<file path="src/rtl/dyn_shiftrow_if.sv">
// Stream bundle for the dynamic ShiftRows stage: input side (data + mode) and
// output side (permuted data + selectors), each with its own valid/ready pair.
interface dyn_shiftrow_if #(
    parameter int NCOLS = 4
);
    localparam int W = 32 * NCOLS;

    logic         in_valid;
    logic         in_ready;
    logic [W-1:0] in_data;
    logic         in_inv;
    logic         out_valid;
    logic         out_ready;
    logic [W-1:0] out_data;
    logic [1:0]   out_sel;

    modport master (
        output in_valid, in_data, in_inv, out_ready,
        input  in_ready, out_valid, out_data, out_sel
    );

    modport slave (
        input  in_valid, in_data, in_inv, out_ready,
        output in_ready, out_valid, out_data, out_sel
    );
endinterface

</file>
<file path="src/rtl/dyn_shiftrow_pipe.sv">
// Two-stage dynamic ShiftRows (forward/inverse per transaction) with valid/ready
// backpressure; row rotations are picked from permutation-invariant selectors p and q.
module dyn_shiftrow_pipe #(
    parameter int NCOLS = 4
) (
    input logic          clk,
    input logic          rst_n,
    dyn_shiftrow_if.slave bus
);
    localparam int W = 32 * NCOLS;
    localparam int L = 8 * NCOLS;

    logic         s1_valid;
    logic [W-1:0] s1_data;
    logic         s1_inv;
    logic         s1_p;
    logic         s1_q;

    logic         s2_adv;
    logic         s1_adv;

    logic         sel_p;
    logic         sel_q;
    logic [W-1:0] rot_data;

    logic [L-1:0]   row;
    logic [2*L-1:0] dbl;
    logic [3:0]     amt;
    logic [3:0]     sh;

    assign s2_adv       = !bus.out_valid || bus.out_ready;
    assign s1_adv       = s1_valid && s2_adv;
    assign bus.in_ready = !s1_valid || s2_adv;

    // Both selectors only depend on the multiset of bytes within each row,
    // so the inverse pass recovers exactly the selectors used going forward.
    always_comb begin
        sel_p = ^bus.in_data;
        sel_q = 1'b1;
        for (int c = 0; c < NCOLS; c++) begin
            sel_q = sel_q & (^bus.in_data[W-1-8*(4*c+1) -: 8]);
        end
    end

    // Each row is gathered MSB-first and rotated left by sh bytes through a
    // doubled copy; an inverse rotation is a left rotation by NCOLS - a.
    always_comb begin
        rot_data = '0;
        row      = '0;
        dbl      = '0;
        amt      = '0;
        sh       = '0;
        for (int r = 0; r < 4; r++) begin
            for (int c = 0; c < NCOLS; c++) begin
                row[L-1-8*c -: 8] = s1_data[W-1-8*(4*c+r) -: 8];
            end
            if (r == 0) begin
                amt = s1_q ? 4'd1 : 4'd2;
            end else if (r == 1) begin
                amt = 4'd1;
            end else if (r == 2) begin
                amt = s1_p ? 4'd2 : 4'd0;
            end else begin
                amt = s1_p ? 4'd0 : 4'd3;
            end
            sh  = s1_inv ? (4'(NCOLS) - amt) : amt;
            dbl = {row, row} << (8 * sh);
            for (int c = 0; c < NCOLS; c++) begin
                rot_data[W-1-8*(4*c+r) -: 8] = dbl[2*L-1-8*c -: 8];
            end
        end
    end

    // Stage 1 captures the raw state with its mode and selectors.
    always_ff @(posedge clk or negedge rst_n) begin
        if (!rst_n) begin
            s1_valid <= 1'b0;
            s1_data  <= '0;
            s1_inv   <= 1'b0;
            s1_p     <= 1'b0;
            s1_q     <= 1'b0;
        end else if (bus.in_ready) begin
            s1_valid <= bus.in_valid;
            if (bus.in_valid) begin
                s1_data <= bus.in_data;
                s1_inv  <= bus.in_inv;
                s1_p    <= sel_p;
                s1_q    <= sel_q;
            end
        end
    end

    // Stage 2 holds the rotated state; it only changes when it may advance.
    always_ff @(posedge clk or negedge rst_n) begin
        if (!rst_n) begin
            bus.out_valid <= 1'b0;
            bus.out_data  <= '0;
            bus.out_sel   <= 2'b00;
        end else if (s2_adv) begin
            bus.out_valid <= s1_adv;
            if (s1_adv) begin
                bus.out_data <= rot_data;
                bus.out_sel  <= {s1_q, s1_p};
            end
        end
    end
endmodule

</file>
<file path="src/flat_wrapper.sv">
// flat-port wrapper written by rule: the top's interface ports become plain ports
module dyn_shiftrow_pipe_flat 
#(
    parameter int NCOLS = 4
)
  (clk, rst_n, bus_in_valid, bus_in_data, bus_in_inv, bus_out_ready, bus_in_ready, bus_out_valid, bus_out_data, bus_out_sel);
  dyn_shiftrow_if #(.NCOLS(NCOLS)) bus_i ();
  input logic clk;
  input logic rst_n;
  input wire logic [$bits(bus_i.in_valid)-1:0] bus_in_valid;
  input wire logic [$bits(bus_i.in_data)-1:0] bus_in_data;
  input wire logic [$bits(bus_i.in_inv)-1:0] bus_in_inv;
  input wire logic [$bits(bus_i.out_ready)-1:0] bus_out_ready;
  output wire logic [$bits(bus_i.in_ready)-1:0] bus_in_ready;
  output wire logic [$bits(bus_i.out_valid)-1:0] bus_out_valid;
  output wire logic [$bits(bus_i.out_data)-1:0] bus_out_data;
  output wire logic [$bits(bus_i.out_sel)-1:0] bus_out_sel;
  assign bus_i.in_valid = bus_in_valid;
  assign bus_i.in_data = bus_in_data;
  assign bus_i.in_inv = bus_in_inv;
  assign bus_i.out_ready = bus_out_ready;
  assign bus_in_ready = bus_i.in_ready;
  assign bus_out_valid = bus_i.out_valid;
  assign bus_out_data = bus_i.out_data;
  assign bus_out_sel = bus_i.out_sel;
  dyn_shiftrow_pipe #(.NCOLS(NCOLS)) u_core (.clk(clk), .rst_n(rst_n), .bus(bus_i));
endmodule
</file>
<file path="config.mk">
export PLATFORM = sky130hd
export DESIGN_NAME = dyn_shiftrow_pipe_flat
export DESIGN_NICKNAME = d
export VERILOG_FILES = /design/src/rtl/dyn_shiftrow_if.sv /design/src/rtl/dyn_shiftrow_pipe.sv /design/src/flat_wrapper.sv
export SDC_FILE = /design/constraint.sdc
export NUM_CORES = 1
export LEC_CHECK = 0
export CORE_UTILIZATION = 65
export CTS_BUF_LIST = sky130_fd_sc_hd__clkbuf_8 sky130_fd_sc_hd__clkbuf_16
export CTS_CLUSTER_DIAMETER = 100
export DETAILED_ROUTE_END_ITERATION = 16
export DONT_BUFFER_PORTS = 1
export GPL_TIMING_DRIVEN = 1
export PLACE_DENSITY = 0.8
export SYNTH_ARGS = -nofsm -noshare
export SYNTH_HDL_FRONTEND = slang
export SYNTH_SLANG_ARGS = --single-unit
</file>
<file path="constraint.sdc">
create_clock -name clk -period 2.93 [get_ports clk]
set_input_delay 0.586 -clock clk [delete_from_list [all_inputs] [get_ports clk]]
set_output_delay 0.586 -clock clk [all_outputs]
set_load 0.01 [all_outputs]
</file>
==> results of run 1 <==
-- cells in the final DEF (no fill, tap or decap), drive strengths merged --
cell type,instances
dfrtp,263
nand2b,3
mux2,131
buf,13
mux2i,128
nand3b,1
inv,4
nand4,1
o21ai,162
clkinv,5
clkinvlp,1
bufinv,2
xor2,16
nand2,164
xnor2,111
clkbuf,36
nor2,32
a21oi,32
-- state kept, by name, summed over array words and instances, names as in the netlist --
| name | count |
|---|---|
| u_core.bus.out_data | 128 |
| u_core.bus.out_sel | 2 |
| u_core.bus.out_valid | 1 |
| u_core.s1_data | 128 |
| u_core.s1_inv | 1 |
| u_core.s1_p | 1 |
| u_core.s1_q | 1 |
| u_core.s1_valid | 1 |
-- cell type report --
| cell class | count | area share |
|---|---|---|
| well taps | 234 | 0.02154 |
| multi-input cells | 781 | 0.4138 |
| clock buffers | 36 | 0.05883 |
| repair buffers | 13 | 0.01271 |
| clock inverters | 12 | 0.008287 |
| flip-flops and latches | 263 | 0.4849 |
-- worst paths after layout --
kind	startpoint	end	slack, ns	depth (start not counted)
worst max-delay path	u_core.bus.out_valid	u_core.s1_data[34]	0.94	4
worst min-delay path	rst_n	u_core.bus.out_data[60]	-0.26	0
worst max register to register	u_core.bus.out_valid	u_core.s1_data[34]	0.94	4
worst min register to register	u_core.s1_q	u_core.s1_q	0.53	2
max in group asynchronous	rst_n	u_core.bus.out_data[43]	2.95	0
min in group clk	bus_in_valid	u_core.s1_valid	0.15	1
-- power by group --
part           switching [mW]  total, mW  internal (mW)
Combinational            1.25       2.58           1.32
Sequential               1.22       5.73           4.52
Clock                    1.39       3.46           2.08
Total                    3.86       11.8           7.92
-- logic make-up (layout without fill, tap and decap cells) --
kind of cell              after synthesis  after routing
DFF                                   263            263
muxes                                 259            259
and+or+nand+nor                       201            201
xor gates and xnor gates              127            127
AOI/OAI and AO/OA                     194            194
buffers and inverters                  71             61
-- per-layer routing --
| layer | track usage | vias up | wire [um] |
|---|---|---|---|
| li1 | - | 3745 | - |
| met1 | 0.3643 | 3921 | 11450 |
| met2 | 0.4682 | 237 | 13340 |
| met3 | 0.09265 | 59 | 2335 |
| met4 | 0.1007 | 2 | 845 |
| met5 | 0 | - | 16 |
-- critical path, delay by kind of cell (launching register included) --
| family | cells | cell delay, ns |
|---|---|---|
| AND/OR/NAND/NOR | 2 | 0.70 |
| buffers and inverters | 1 | 0.32 |
| flip-flops | 1 | 0.42 |
| multiplexers | 1 | 0.37 |
-- metrics by stage --
step	utilization	area, um^2
finish	0.7241	13590
global route	0.7241	13590
CTS	0.7241	13590
detailed placement	0.6755	12680
global placement	0.6755	12680
floorplan	-	12470
==> run summary, run 1 <==
CP max FO: 42
Clock skew after layout: 0.03000 ns
Total gr overflow: 0
Fin. Hold Viols: 263
HP Class: input port to asynchronous set/reset pin
Post-synthesis compound-gate area fraction: 0.07783
DRT iter0 DRCs: 332
Final worst-path cycle share: 0.6786
First-pass GRT wire length: 43.66 mm
Die height: 140.5 um
Synthesis-to-layout area growth: 8.937%
Tmin final: 1.988 ns
Ant diodes: 0
Pin count of the biggest net entering global routing: 264
Vias in the first global route: 7,876
EDFF count, synth: 0
Final Non-Filler Cells: 1,339
Final antenna-violating net count: 0
DRC: 0
Max Cap Violations: 0
Slowest stage delay, CP: 0.46 ns
Setup_tns: 0 ns
Worst setup margin: 0.9417 ns
Largest family of logic cells by synthesized area: multiplexers
Gate Count Post-Synth: 1,115
Endpoint class of the critical path: flip-flop
CP max stage cell: nand2_4
Maximum vdd drop: 0.0006020 V
Outcome: complete, but fails checks
# placed instances: 1,291
Data required, critical path: 3.33 ns
CTS tree: built
Top-count cell post-synth: dfrtp_1
Synth Warn #: 0
Main synth FF type: dfrtp_1
Initial antenna violation count: 1
Post-CTS setup buffers: 0
Yosys top cell area share: 0.5276
Startpoint Class: flip-flop
Rel. slew slack: 0.4625
Clock Sinks: 263
Num ports: 265
Layout net count: 1,219
Synth Cell Area: 0.01247 mm^2
RSZ-0062 raised after global routing: false
Clock Pin Slew Worst Setup and Hold Paths: 0.06 ns
DIE AREA: 0.01975 mm^2
Area taken by multi-input logic gates: 0.005623 mm^2
Top post-synthesis cells by area: dfrtp_1 (53%), mux2_2 (12%), mux2i_1 (10%)
Mux contribution to synthesized area: 0.2210
Worst EP arrival: 2.39 ns
Total number of vias: 7,964
Post-Synth Simple-Gate Area: 0.06158
Initial DRT Pass Iterations: 5
H-tree depth: 1
Detailed Place HPWL: 19.53 mm
Yosys top cell by area: dfrtp_1
Die X: 140.5 um
Num CTS Buffers: 27
DP Worst Slack: 0.7225 ns
Async S/R FF share, synth: 1.000
Final Max Slew Viols: 0
Core area: 0.01877 mm^2
Cell Rows: 50
Mapped Nets: 1,248
Global Route Usage Sum: 0.2879
Wire per inst: 20.91 um
# resized after CTS: 0
Initial Utilization: 0.6647
Total Power: 11.78 mW
Crit path kind: flip-flop to flip-flop
Gpl congestion: 0.8468
Via-to-Cell Ratio: 5.948
Post-synthesis xor/xnor area fraction: 0.08917
Achievable Freq: 0.5030 GHz
Fin Hold WS: -0.2622 ns
FF+latch area: 0.006589 mm^2
CTS max path bufs: 3
Synth Area in Adders: 0
Register bit total from synthesis: 263
Top post-synthesis cells by count: dfrtp_1 (263), nand2_1 (164), o21ai_0 (161)
Final WL: 28.00 mm
Clock latency at the later pin of the worst-skew pair: 0.54 ns
P_leak: 5.899 nW
Worst Tran Pin Value: 0.8063 ns
Failing checks: negative hold slack
Seq/Total Area, Yosys: 0.5276
FILL cells: 1,323
Avg Synthesized Cell Area: 11.19 um^2
CP Cell Sequence: nand3b_1 > nand2_4 > buf_12 > mux2_2
Clk root buf: clkbuf_16
Yosys cell types: 16
Layout cells sized above 1: 0.1747
PortBufs: 0
Final setup vio count: 0
Pwr Density: 866.6 mW/mm^2
No activity file was read; power rests on OpenSTA's default activity.
==> run 2: changes to the inputs <==
Settings changed: CORE_UTILIZATION 65 to 58, PLACE_DENSITY 0.8 to 0.75.
Clock period 2.93 ns to 1.7 ns, I/O delays scaled along.
==> run 2 against run 1 <==
- total power rose by 78%
- the run still ends with negative hold slack left
- cell area rose by 12%
- highest routed layer is now met4
- critical endpoint is now bus_in_ready
- first-iteration DRC count rose by 65%
- setup slack got worse by 0.86 ns
- critical path depth fell by 2
- via count rose by 10%
- worst hold slack got worse by 0.23 ns
- register-to-register slack got worse by 0.77 ns
- non-clock buffer count rose by 158
==> run summary, run 2 (same netlist as run 1, synthesis figures left out) <==
Layout cells sized above 1: 0.1710
First-pass GRT wire length: 49.37 mm
Startpoint Class: flip-flop
Most frequent cells in the layout: dfrtp_1 (261), nand2_1 (162), o21ai_0 (161), mux2_2 (131), dlygate4sd3_1 (130)
Via-to-Cell Ratio: 5.700
Clock latency at the later pin of the worst-skew pair: 0.53 ns
Cell Rows: 53
Total gr overflow: 0
Worst path bufs/invs: 1
Initial DRT Pass Iterations: 6
Detailed Place HPWL: 20.30 mm
Final Non-Filler Cells: 1,538
# placed instances: 1,358
Final Max Slew Viols: 0
HP Class: input port to asynchronous set/reset pin
Fin. Hold Viols: 263
Failing checks: negative hold slack
Endpoint class of the critical path: output port
Rel. slew slack: 0.6580
Initial Utilization: 0.5934
Final antenna-violating net count: 0
Layout net count: 1,378
Clock skew after layout: 0.009709 ns
Num CTS Buffers: 28
P_leak: 6.612 nW
Synthesis-to-layout area growth: 22.10%
Worst setup margin: 0.07814 ns
Cell family with most CP delay: flip-flops
FF-to-FF path depth: 5
Total number of vias: 8,766
Clock Sinks: 263
Worst EP arrival: 1.28 ns
CP Cell Sequence: nand3b_1 > buf_4
PortBufs: 0
M1 GR Usage: 0.3779
DIE AREA: 0.02210 mm^2
Die X: 148.7 um
Ant diodes: 0
CTS max path bufs: 3
Outcome: complete, but fails checks
Achievable Freq: 0.6166 GHz
R2r setup slk: 0.17 ns
Worst flop-to-flop path endpoint: u_core.bus.out_data[65]
Die height: 148.7 um
Gpl congestion: 0.7983
Commonest non-fill, non-tap cell in the layout: dfrtp_1
Data required, critical path: 1.36 ns
R2R Path Start: u_core.s1_inv
Pwr Density: 1377 mW/mm^2
Final setup vio count: 0
CTS tree: built
Final WL: 32.06 mm
DRC: 0
Maximum vdd drop: 0.001029 V
Clk root buf: clkbuf_16
Worst Tran Pin Value: 0.5094 ns
Fin Hold WS: -0.4900 ns
H-tree depth: 1
Global Route Usage Sum: 0.2907
RSZ-0062 raised after global routing: false
Hold-fix buffers at CTS: 130
Initial antenna violation count: 0
DRT iter0 DRCs: 548
Final worst-path cycle share: 0.9540
Core area: 0.02102 mm^2
Max Cap Violations: 0
Crit path kind: flip-flop to output port
Vias in the first global route: 8,887
Biggest regs: u_core.bus.out_data (128), u_core.s1_data (128), u_core.bus.out_sel (2)
CP max stage cell: dfrtp_1
Met2 Use GR: 0.4785
Clock Pin Slew Worst Setup and Hold Paths: 0.06 ns
Tmin final: 1.622 ns
DP Worst Slack: -0.3911 ns
Num ports: 265
Wire per inst: 20.85 um
Slowest stage delay, CP: 0.40 ns
Met3 Usage GRT: 0.06840
Post-layout util: 0.7245
Most Crowded Layer GR: met2
Setup_tns: 0 ns
Pin count of the biggest net entering global routing: 264
CP max FO: 3
-- run 2: routing by layer --
metal	share of wire	vias to the layer above
met5	0	-
met4	0.031	0
met3	0.074	62
met2	0.49	304
met1	0.41	4333
li1	-	4067
-- run 2: final cells by class --
type	count	area (um^2)
multi-input cells	781	5623
repair buffers	171	1775
flip-flops and latches	263	6589
fillers	1402	5791
well taps	275	344.1
clock buffers	36	822.0
clock inverters	12	77.57
-- run 2: worst max-delay path by stage --
stage,cells after the start,to,startpoint,slack (ns)
floorplan,5,u_core.s1_data[100],bus_out_ready,0.05
global placement,9,u_core.s1_p,bus_in_data[87],-0.37
detailed placement,9,u_core.s1_p,bus_in_data[81],-0.39
CTS,2,bus_in_ready,u_core.s1_valid,0.05
global route,2,bus_in_ready,u_core.s1_valid,0.04
finish,2,bus_in_ready,u_core.s1_valid,0.08
-- run 2: where the power goes --
part / total [mW] / switching (mW) / internal [mW]
Sequential: 9.71 / 1.92 / 7.79
Clock: 5.94 / 2.44 / 3.51
Combinational: 5.31 / 2.59 / 2.73
Total: 21.0 / 6.94 / 14.0
-- run 2: what timing repair did --
| item | 4_1_cts | 5_1_grt |
|---|---|---|
| buffers inserted | 0 | 2 |
| endpoints found under the hold margin | 393 | 263 |
| endpoints found under the setup margin | 0 | 5 |
| resized for setup | 0 | 0 |
-- run 2: through the flow --
| step | instance area (um^2) | total power, mW |
|---|---|---|
| floorplan | 12480 | 13.16 |
| detailed placement | 13010 | 14.77 |
| global route | 15230 | 22.04 |
| CTS | 15210 | 20.96 |
| finish | 15230 | 20.97 |
| global placement | 13010 | 14.57 |
